### config.mk
export PLATFORM = sky130hd
export DESIGN_NAME = mux4t1_rr_arbiter
export DESIGN_NICKNAME = d
export VERILOG_FILES = /design/src/rtl/mux4t1_rr_arbiter.sv
export SDC_FILE = /design/constraint.sdc
export NUM_CORES = 1
export LEC_CHECK = 0
export CAP_MARGIN = 25
export CORE_ASPECT_RATIO = 0.8
export CORE_UTILIZATION = 50
export DETAILED_ROUTE_END_ITERATION = 7
export GPL_ROUTABILITY_DRIVEN = 0
export PLACE_DENSITY = 0.79
export SYNTH_ARGS = -nofsm -noshare
export SYNTH_HDL_FRONTEND = slang
export SYNTH_SLANG_ARGS = --single-unit
### constraint.sdc
create_clock -name clk -period 2.6 [get_ports clk]
set_input_delay 0.39 -clock clk [delete_from_list [all_inputs] [get_ports clk]]
set_output_delay 0.39 -clock clk [all_outputs]
set_load 0.02 [all_outputs]
### src/rtl/mux4t1_rr_arbiter.sv
// Round-robin arbiter and select sequencer for a 4:1 WIDTH-bit mux.
// Bounded hold under contention; grant, select and data word are registered together.
module mux4t1_rr_arbiter #(
  parameter int unsigned WIDTH    = 4,
  parameter int unsigned MAX_HOLD = 4
) (
  input  logic             clk,
  input  logic             rst,
  input  logic [3:0]       req,
  input  logic [WIDTH-1:0] I0,
  input  logic [WIDTH-1:0] I1,
  input  logic [WIDTH-1:0] I2,
  input  logic [WIDTH-1:0] I3,
  output logic [1:0]       s,
  output logic [3:0]       grant,
  output logic [WIDTH-1:0] o,
  output logic             valid
);

  localparam int unsigned NREQ = 4;
  localparam int unsigned IW   = 2;
  localparam int unsigned CW   = 4;
  localparam logic [CW-1:0] HOLD_LIM = CW'(MAX_HOLD);
  localparam logic [CW-1:0] CNT_ONE  = CW'(1);

  typedef enum logic {
    IDLE  = 1'b0,
    GRANT = 1'b1
  } state_t;

  state_t          state;
  state_t          state_nxt;
  logic [IW-1:0]   own;
  logic [IW-1:0]   own_nxt;
  logic [IW-1:0]   ptr;
  logic [IW-1:0]   ptr_nxt;
  logic [CW-1:0]   cnt;
  logic [CW-1:0]   cnt_nxt;

  logic [NREQ-1:0] own_oh;
  logic [NREQ-1:0] others;
  logic [IW-1:0]   pick_all;
  logic [IW-1:0]   pick_oth;
  logic            any_req;
  logic            any_oth;
  logic            new_grant;
  logic [IW-1:0]   new_idx;

  logic [NREQ-1:0]  grant_d;
  logic [IW-1:0]    s_d;
  logic [WIDTH-1:0] o_d;
  logic             valid_d;

  // First set bit of r scanning p, p+1, p+2, p+3 (mod 4); later iterations overwrite,
  // so scanning from the far end leaves the nearest hit.
  function automatic logic [IW-1:0] rr_pick(input logic [NREQ-1:0] r, input logic [IW-1:0] p);
    logic [IW-1:0] idx;
    logic [IW-1:0] res;
    res = p;
    for (int k = 3; k >= 0; k--) begin
      idx = p + IW'(k);
      if (r[idx]) res = idx;
    end
    return res;
  endfunction

  always_comb begin
    own_oh      = '0;
    own_oh[own] = 1'b1;
  end

  assign others   = req & ~own_oh;
  assign any_req  = |req;
  assign any_oth  = |others;
  assign pick_all = rr_pick(req, ptr);
  assign pick_oth = rr_pick(others, ptr);

  // State register: FSM state, owner, round-robin pointer, hold counter
  always_ff @(posedge clk or posedge rst) begin
    if (rst) begin
      state <= IDLE;
      own   <= '0;
      ptr   <= '0;
      cnt   <= '0;
    end else begin
      state <= state_nxt;
      own   <= own_nxt;
      ptr   <= ptr_nxt;
      cnt   <= cnt_nxt;
    end
  end

  // Next-state logic; every new grant funnels through new_grant/new_idx
  always_comb begin
    state_nxt = state;
    own_nxt   = own;
    ptr_nxt   = ptr;
    cnt_nxt   = cnt;
    new_grant = 1'b0;
    new_idx   = pick_all;

    case (state)
      IDLE: begin
        if (any_req) begin
          new_grant = 1'b1;
          new_idx   = pick_all;
        end
      end
      GRANT: begin
        if (!req[own]) begin
          if (any_req) begin
            new_grant = 1'b1;
            new_idx   = pick_all;
          end else begin
            state_nxt = IDLE;
            cnt_nxt   = '0;
          end
        end else if (cnt < HOLD_LIM) begin
          cnt_nxt = cnt + CNT_ONE;
        end else if (any_oth) begin
          new_grant = 1'b1;
          new_idx   = pick_oth;
        end else begin
          cnt_nxt = HOLD_LIM;
        end
      end
      default: begin
        state_nxt = IDLE;
        cnt_nxt   = '0;
      end
    endcase

    if (new_grant) begin
      state_nxt = GRANT;
      own_nxt   = new_idx;
      ptr_nxt   = new_idx + IW'(1);
      cnt_nxt   = CNT_ONE;
    end
  end

  // Output values derived from the next state so they all move on the same edge
  always_comb begin
    grant_d = '0;
    s_d     = s;
    o_d     = '0;
    valid_d = 1'b0;
    if (state_nxt == GRANT) begin
      grant_d[own_nxt] = 1'b1;
      s_d              = own_nxt;
      valid_d          = 1'b1;
      case (own_nxt)
        2'd0:    o_d = I0;
        2'd1:    o_d = I1;
        2'd2:    o_d = I2;
        default: o_d = I3;
      endcase
    end
  end

  // Output registers
  always_ff @(posedge clk or posedge rst) begin
    if (rst) begin
      grant <= '0;
      s     <= '0;
      o     <= '0;
      valid <= 1'b0;
    end else begin
      grant <= grant_d;
      s     <= s_d;
      o     <= o_d;
      valid <= valid_d;
    end
  end

endmodule
==> results of run 1 <==
==> routing by layer <==
layer	wire length, um	share of wire [%]
met3	303	6.6
met2	2220	48
met1	2050	44
met4	38	0.82
met5	0	0
==> logic make-up (layout without fill, tap and decap cells) <==
group           count (synthesis)  in the layout  synth area share [%]
xor+xnor                        2              2                 0.998
compound gates                 66             66                  30.4
buf+inv                        25             79                  9.12
flops                          19             19                  27.1
mux                            12             12                  8.34
fa+ha+maj                       1              1                 0.713
simple gates                   65             65                  23.4
==> what timing repair did <==
action | 4_1_cts | 5_1_grt
endpoints found under the setup margin | 0 | 7
hold endpoints to repair | 0 | 0
hold buffers | 0 | 0
resized for setup | 0 | 8
==> tightest hold or removal path, stage by stage (launching register included) <==
cell     delay, ns
dfrtp_1       0.35
nand2_1       0.06
nand2_1       0.06
==> cell usage after synthesis (3+ instances only) <==
cell type  count  area, um^2
mux2_4         5        75.1
a211o_1        3        26.3
o2bb2ai_1      6        52.6
nand2b_1       7        43.8
nor3_1         4        20.0
nor4bb_1       3        30.0
mux2i_1        6        60.1
a211oi_1       3        22.5
nor4b_1        4        35.0
dfrtp_1       19         475
nor2_1        18        67.6
and2_1         3        18.8
a21oi_1        9        45.0
nor4_1         3        18.8
inv_1          8        30.0
o21bai_1       3        22.5
nand2_1        8        30.0
buf_4          6        45.0
o21ai_1        4        20.0
buf_2          3        15.0
o21ai_0        4        20.0
buf_6          5        56.3
==> final cells by class <==
cell class                      count  area [um^2]
Inverter                           11         43.8
Multi-Input combinational cell    146         1140
Clock inverter                      1         5.00
Fill cell                         246          873
Tap cell                           40         50.0
Sequential cell                    19          478
Clock buffer                        3         41.3
Timing Repair Buffer               64          591
==> flip-flops by register name, indices dropped and copies added (netlist names) <==
name / cells
cnt: 4
grant: 4
o: 4
own: 2
ptr: 2
s: 2
state: 1
==> path summary, 6_finish.rpt <==
path / from / end / slack [ns] / cells past startpoint
min reg2reg: s[1] / s[1] / 0.50 / 2
min: s[1] / s[1] / 0.50 / 2
max in group asynchronous: rst / own[1] / 1.54 / 2
min in group asynchronous: rst / cnt[3] / 0.56 / 2
max reg2reg: ptr[0] / o[3] / 0.14 / 8
max: ptr[0] / o[3] / 0.14 / 8
==> per-stage QoR <==
step | hold WS, ns | setup slack (ns) | instances | TNS (ns)
floorplan | 0.341 | 0.449 | 190 | 0
global placement | 0.473 | -0.110 | 280 | -0.793
detailed placement | 0.490 | -0.206 | 280 | -1.37
CTS | 0.509 | 0.0618 | 284 | 0
global route | 0.555 | 0.0151 | 284 | 0
finish | 0.500 | 0.136 | 284 | 0
==> where the power goes <==
| part | leakage [nW] | total (W) | internal (W) | switching (W) |
|---|---|---|---|---|
| clock network | 0.0255 | 0.000207 | 0.000107 | 0.000101 |
| registers | 0.230 | 0.000635 | 0.000433 | 0.000201 |
| logic | 0.747 | 0.00192 | 0.000978 | 0.000944 |
| total | 1.00 | 0.00276 | 0.00152 | 0.00125 |
==> results.yml, run 1 <==
route:
  drtPass1Iterations: 4
  wl_per_cell_um: 16.3
  vias_per_cell: 6.20
  drt_iter0_markers: 156
  postRouteAntennaNets: 0
  wl_mm: 4.62
  drc_errors: 0
  vias: 1762
critical_path:
  worstPathMaxFanout: 18
  crit_chain: "clkinv_1 > a221oi_1 > o31a_1 > o21ai_1 > a21oi_4 > buf_4 > mux2i_1 > o2bb2ai_1"
  cp-start-kind: "register"
  slowest_stage: "dfrtp_1"
  cpPeakStageDelay_ns: 0.68
  arrival_ns: 2.61
  cp.required_ns: 2.74
  cp_top_family: "compound AO/OA/AOI/OAI gates"
  critPathKind: "register to register"
  endpoint_kind: "register"
  cp.buffers_inverters: 2
placed_design:
  port_buffers: 32
  place_area_mm2: 0.00227
  dp_hpwl_mm: 3.58
synthesis:
  synth_edf_count: 0
  synth-seq-cells: 19
  yosysSeqAreaShare_pct: 27.1
  ys.flop_type: "dfrtp_1"
  synth_warnings: 0
  syn_area_mm2: 0.00176
  netlist_instances: 190
  syn-num-nets: 213
  synth-async-reset-ratio_pct: 100
  synth_cell_types: 67
  syn_area_per_cell_um2: 9.24
clock_tree:
  clk_root_buffer_cell: "clkbuf_8"
  cts_max_path_buffers: 2
  cts.clk_slew.worst_paths_ns: 0.07
  cts_made_buffers: 3
  cts_sinks: 19
  clock_latency_ns: 0.26
  cts_htree_levels: 1
  cts_tree: "yes"
  cts_setup_buffers: 0
pwr:
  power_w: 0.00276
  powerDensity_mw_per_mm2: 1180
  ir_drop_mv: 0.852
  p_leak_nw: 1.00
sta:
  finalMaxSlewViolations: 0
  fmax_ghz: 0.406
  worst_slew_pin_slew_ns: 0.725
  rsz0062_at_grt: "no"
  finalHoldViolCount: 0
  skew_ns: 0.000675
  finalSetupViolations: 0
  relSlewSlack_pct: 51.6
  period_minus_slack_ns: 2.46
  finalCritPeriodShare_pct: 94.8
job:
  max_cap_violations: 0
status:
  outcome: "finished clean"
hold_path:
  hold_path_class: "register to register"
global_routing:
  grt_pass1_wl_mm: 7.29
  gr-usage-met2_pct: 44.0
  top_usage_layer: "met2"
  grt_pass1_vias: 1622
  grt.total_usage_pct: 26.4
  antenna_found_initial: 0
  grt_overflow: 0
  met1_usage_pct: 34.3
  grt_max_degree: 20
  use_met3_pct: 7.17
final_layout:
  diodes: 0
  mostFrequentLayoutCells: "clkdlybuf4s50_1, buf_4, nor2_1, dfrtp_1, a21oi_1"
  fin_util_pct: 72.9
  final_area_mm2: 0.00235
  final_nets: 268
  layout-drive-gt1-share_pct: 25.8
  synthToLayoutAreaGrowth_pct: 33.7
floorplanning:
  initial_core_util_pct: 54.5
  die_h_um: 55.0
  die_w_um: 68.2
  die_area_mm2: 0.00375
  core_mm2: 0.00322
  row_count: 18
  pin_count: 33
Power figures use the tool's default switching activity.
==> run 2, diff against run 1 <==
--- a/config.mk
+++ b/config.mk
@@ -6,7 +6,6 @@
 export NUM_CORES = 1
 export LEC_CHECK = 0
 export CAP_MARGIN = 25
-export CORE_ASPECT_RATIO = 0.8
 export CORE_UTILIZATION = 50
 export DETAILED_ROUTE_END_ITERATION = 7
 export GPL_ROUTABILITY_DRIVEN = 0
==> results.yml, run 2 (synthesized netlist as in run 1, its figures left out) <==
status:
  outcome: "finished clean"
sta:
  finalCritPeriodShare_pct: 96.2
  fmax_ghz: 0.400
  finalHoldViolCount: 0
  relSlewSlack_pct: 52.3
  finalSetupViolations: 0
  skew_ns: 0.00377
  setup-tns-final_ns: 0
  setup_slack_ns: 0.100
  finalMaxSlewViolations: 0
  period_minus_slack_ns: 2.50
  worst_slew_pin_slew_ns: 0.715
clock_tree:
  cts_made_buffers: 3
  cts_hold_buf: 0
  clk_root_buffer_cell: "clkbuf_4"
  cts_tree: "yes"
  cts.clk_slew.worst_paths_ns: 0.10
  clock_latency_ns: 0.29
  cts_sinks: 19
  cts_max_path_buffers: 2
  cts_htree_levels: 1
pwr:
  p_sw_w: 0.00124
  p_comb_share_pct: 73.0
  p_int_w: 0.00150
  switching_share_pct: 45.1
  ir_drop_mv: 0.631
  powerDensity_mw_per_mm2: 1160
  pwr-share-seq_pct: 21.9
  pwr-share-clk_pct: 5.2
  p_leak_nw: 0.989
global_routing:
  antenna_found_initial: 0
  grt.total_usage_pct: 26.7
  grt_pass1_vias: 1723
  grt_pass1_wl_mm: 7.56
  grt_max_degree: 20
  grt_overflow: 0
placed_design:
  dp_hpwl_mm: 3.71
  port_buffers: 32
  place_area_mm2: 0.00230
  pre_cts_slack_ns: -0.167
critical_path:
  critPathKind: "input pin to register"
  endpoint_kind: "register"
  worstPathMaxFanout: 11
  cp_top_family: "compound AO/OA/AOI/OAI gates"
  crit_chain: "clkdlybuf4s50_1 > buf_4 > a21boi_1 > o221ai_1 > o31a_1 > o21ai_1 > or4b_1 > a21o_1 > nand3_1"
  cp.required_ns: 2.83
  cpPeakStageDelay_ns: 0.54
  cp-start-kind: "input pin"
  arrival_ns: 2.73
  cp.buffers_inverters: 2
  slowest_stage: "clkdlybuf4s50_1"
route:
  drt_iter0_markers: 143
  vias_per_cell: 5.97
  drc_errors: 0
  vias: 1754
  drtPass1Iterations: 5
  wl_per_cell_um: 15.7
  wl_mm: 4.63
  postRouteAntennaNets: 0
floorplanning:
  initial_core_util_pct: 52.6
  die_w_um: 61.3
  pin_count: 33
  row_count: 21
  die_area_mm2: 0.00375
  core_mm2: 0.00334
  die_h_um: 61.3
final_layout:
  top_regs: "cnt (4), grant (4), o (4)"
  num-fill-cells: 255
  final_nets: 272
  final_common_cell: "buf_4"
  diodes: 0
  fin_util_pct: 70.6
  final_area_mm2: 0.00236
  synthToLayoutAreaGrowth_pct: 34.3
  layout-drive-gt1-share_pct: 27.4
  mostFrequentLayoutCells: "buf_4, clkdlybuf4s50_1, nor2_1, dfrtp_1"
hold_path:
  hold_path_class: "register to register"
job:
  max_cap_violations: 0
==> run 2: changes by cell type in the layout (fill, tap and decap cells not counted), moves of 2 or more <==
cell             previous run  this run
dlymetal6s2s_1              2         0
clkdlybuf4s50_1            30        32
buf_4                      30        35
clkbuf_4                    0         3
clkbuf_8                    3         0
==> run 2: path summary, 6_finish.rpt <==
kind                         from      to  slack (ns)  depth (start not counted)
setup / recovery           req[3]  ptr[1]        0.10                          9
hold / removal               s[0]    s[0]        0.50                          1
setup reg to reg           own[0]    o[2]        0.19                          9
hold reg to reg              s[0]    s[0]        0.50                          1
max in group asynchronous     rst  own[1]        1.59                          2
min in group asynchronous     rst    o[1]        0.51                          2
==> run 2: repair_timing <==
action	in CTS	in global routing
setup endpoints to repair	0	6
gates resized for setup	0	8
setup buffers	0	0
==> run 2: cell type report <==
type / count / area (um^2) / area share (%)
clock buffer: 4 / 26.3 / 1.11
inverter: 11 / 43.8 / 1.86
multi-input combinational: 146 / 1150 / 48.7
sequential: 19 / 478 / 20.3
tap: 46 / 57.6 / 2.44
timing repair buffer: 68 / 603 / 25.6
==> run 2: worst register-to-register path, cell delays in order (launching register included) <==
cell and delay, ns:
dfrtp_2 0.52, nand2b_1 0.28, a211oi_1 0.30, o31a_1 0.21, o21ai_1 0.08, buf_4 0.15, a21oi_4 0.29, buf_4 0.18
mux2i_1 0.21, o2bb2ai_1 0.09
==> run 2: power by group through the flow <==
| stage | logic [W] | registers (W) | clock network, W |
|---|---|---|---|
| 2_1_floorplan | 0.00134 | 0.000582 | 0 |
| 4_1_cts | 0.00196 | 0.000589 | 0.000148 |
| 6_report | 0.00200 | 0.000599 | 0.000141 |
| 3_3_place_gp | 0.00187 | 0.000585 | 0 |
| 3_5_place_dp | 0.00195 | 0.000593 | 0 |
| 5_1_grt | 0.00216 | 0.000617 | 0.000162 |
==> run 2: per-stage QoR <==
stage / hold WS, ns / power (W) / cells
global placement: 0.474 / 0.00246 / 290
floorplan: 0.341 / 0.00192 / 190
global route: 0.541 / 0.00294 / 294
CTS: 0.510 / 0.00269 / 294
detailed placement: 0.487 / 0.00254 / 290
finish: 0.504 / 0.00274 / 294
==> run 2: routing by layer <==
metal | GRT usage (%) | routed length (um) | up-vias
met5 | 0 | 0 | -
met1 | 37.1 | 1930 | 827
met4 | 4.87 | 63 | 0
met2 | 44.4 | 2340 | 81
met3 | 3.99 | 289 | 12
li1 | - | - | 834
==> run 3, diff against run 2 <==
--- a/config.mk
+++ b/config.mk
@@ -10,6 +10,7 @@
 export DETAILED_ROUTE_END_ITERATION = 7
 export GPL_ROUTABILITY_DRIVEN = 0
 export PLACE_DENSITY = 0.79
+export SETUP_SLACK_MARGIN = 0.15
 export SYNTH_ARGS = -nofsm -noshare
 export SYNTH_HDL_FRONTEND = slang
 export SYNTH_SLANG_ARGS = --single-unit
==> results.yml, run 3 (synthesized netlist as in run 1, its figures left out) <==
critical_path:
  arrival_ns: 2.51
  r2r_setup_slack_ns: 0.26
  cp.required_ns: 2.76
  worstPathMaxFanout: 14
  ff2ff_path_depth: 9
  reg2reg_to: "ptr[1]"
  critPathKind: "input pin to register"
  cp-start-kind: "input pin"
  reg2reg_from: "own[0]"
  endpoint_kind: "register"
route:
  vias_per_cell: 5.97
  drtPass1Iterations: 5
  drt_iter0_markers: 143
  vias: 1762
  drc_errors: 0
  postRouteAntennaNets: 0
  wl_per_cell_um: 15.9
  wl_mm: 4.68
floorplanning:
  die_area_mm2: 0.00375
  initial_core_util_pct: 52.6
  die_w_um: 61.3
  pin_count: 33
  row_count: 21
  core_mm2: 0.00334
  die_h_um: 61.3
clock_tree:
  cts_max_path_buffers: 2
  clk_root_buffer_cell: "clkbuf_4"
  cts_hold_buf: 0
  cts.clk_slew.worst_paths_ns: 0.10
  cts_htree_levels: 1
  cts_made_buffers: 3
  cts_tree: "yes"
  cts_sinks: 19
  clock_latency_ns: 0.28
final_layout:
  final-seq-area_um2: 479
  final_nets: 273
  diodes: 0
  top_regs: "cnt (4), grant (4), o (4)"
  final_common_cell: "buf_4"
  multiInputGateArea_mm2: 0.00114
  mostFrequentLayoutCells: "buf_4, clkdlybuf4s50_1, nor2_1, dfrtp_1, a21oi_1"
  num-fill-cells: 259
  stdcell_count: 295
  fin_util_pct: 70.8
  layout-drive-gt1-share_pct: 27.7
  synthToLayoutAreaGrowth_pct: 34.5
global_routing:
  grt_max_degree: 20
  grt.total_usage_pct: 26.9
  grt_overflow: 0
  grt_pass1_vias: 1722
  antenna_found_initial: 0
  grt_pass1_wl_mm: 7.59
sta:
  relSlewSlack_pct: 52.4
  fmax_ghz: 0.427
  finalHoldViolCount: 0
  finalSetupViolations: 0
  period_minus_slack_ns: 2.34
  finalMaxSlewViolations: 0
  worst_slew_pin_slew_ns: 0.713
  setup_slack_ns: 0.255
  finalCritPeriodShare_pct: 90.2
  skew_ns: 0.00356
  rsz0062_at_grt: "yes"
placed_design:
  port_buffers: 32
  pre_cts_slack_ns: -0.167
  placedCellCount: 290
  dp_hpwl_mm: 3.71
status:
  outcome: "finished clean"
hold_path:
  hold_path_class: "register to register"
  min_from: "s[0]"
  holdPathEnd: "s[0]"
  holdPathStages: 1
pwr:
  p_leak_nw: 0.996
  ir_drop_mv: 0.630
  powerDensity_mw_per_mm2: 1170
job:
  max_cap_violations: 0
## run 3: power by group
part	total, W	internal, W	switching, W
sequential	0.000595	0.000435	0.000159
clock	0.000141	0.0000596	0.0000817
combinational	0.00202	0.00102	0.000996
total	0.00275	0.00152	0.00124
## run 3: how the worst max path moves through the flow
stage	start	endpoint	slack, ns	cells after the start
after floorplan	req[1]	o[2]	0.45	8
after global placement	req[3]	o[3]	-0.12	11
after detailed placement	req[2]	o[2]	-0.17	10
after CTS	own[0]	o[2]	0.24	8
after global routing	req[3]	ptr[1]	0.12	10
final	req[0]	ptr[1]	0.26	9
## run 3: final cells by class
cell class / count / area share (%)
clock buffers: 4 / 1.11
inverters: 11 / 1.85
multi-input cells: 146 / 48.4
flip-flops and latches: 19 / 20.3
well taps: 46 / 2.44
repair buffers: 69 / 25.9
## run 3: per-layer routing
metal | track usage (%) | share of wire, %
met1 | 37.1 | 42
met2 | 45.2 | 50
met3 | 3.99 | 6.4
met4 | 4.55 | 1.8
met5 | 0 | 0
## run 3: worst max-delay path, stage by stage
cell and delay, ns:
clkdlybuf4s50_1 0.44, buf_12 0.17, a21bo_2 0.19, a211oi_1 0.34, nor4_1 0.10, o21bai_1 0.21
a21oi_1 0.29, mux2i_1 0.27, nand3_1 0.11
## run 3: what timing repair did
item | in CTS | in global routing
setup endpoints to repair | 7 | 5
gates resized for setup | 7 | 5
setup buffers | 0 | 1
pin swaps | 3 | 1
## run 3: stage by stage
step | power (W) | instance area (um^2) | TNS, ns | hold slack, ns
after global routing | 0.00295 | 2360 | 0 | 0.540
after global placement | 0.00246 | 2300 | -0.705 | 0.474
after CTS | 0.00271 | 2340 | 0 | 0.510
after floorplan | 0.00192 | 1760 | 0 | 0.341
after detailed placement | 0.00254 | 2300 | -1.51 | 0.487
final | 0.00275 | 2360 | 0 | 0.504
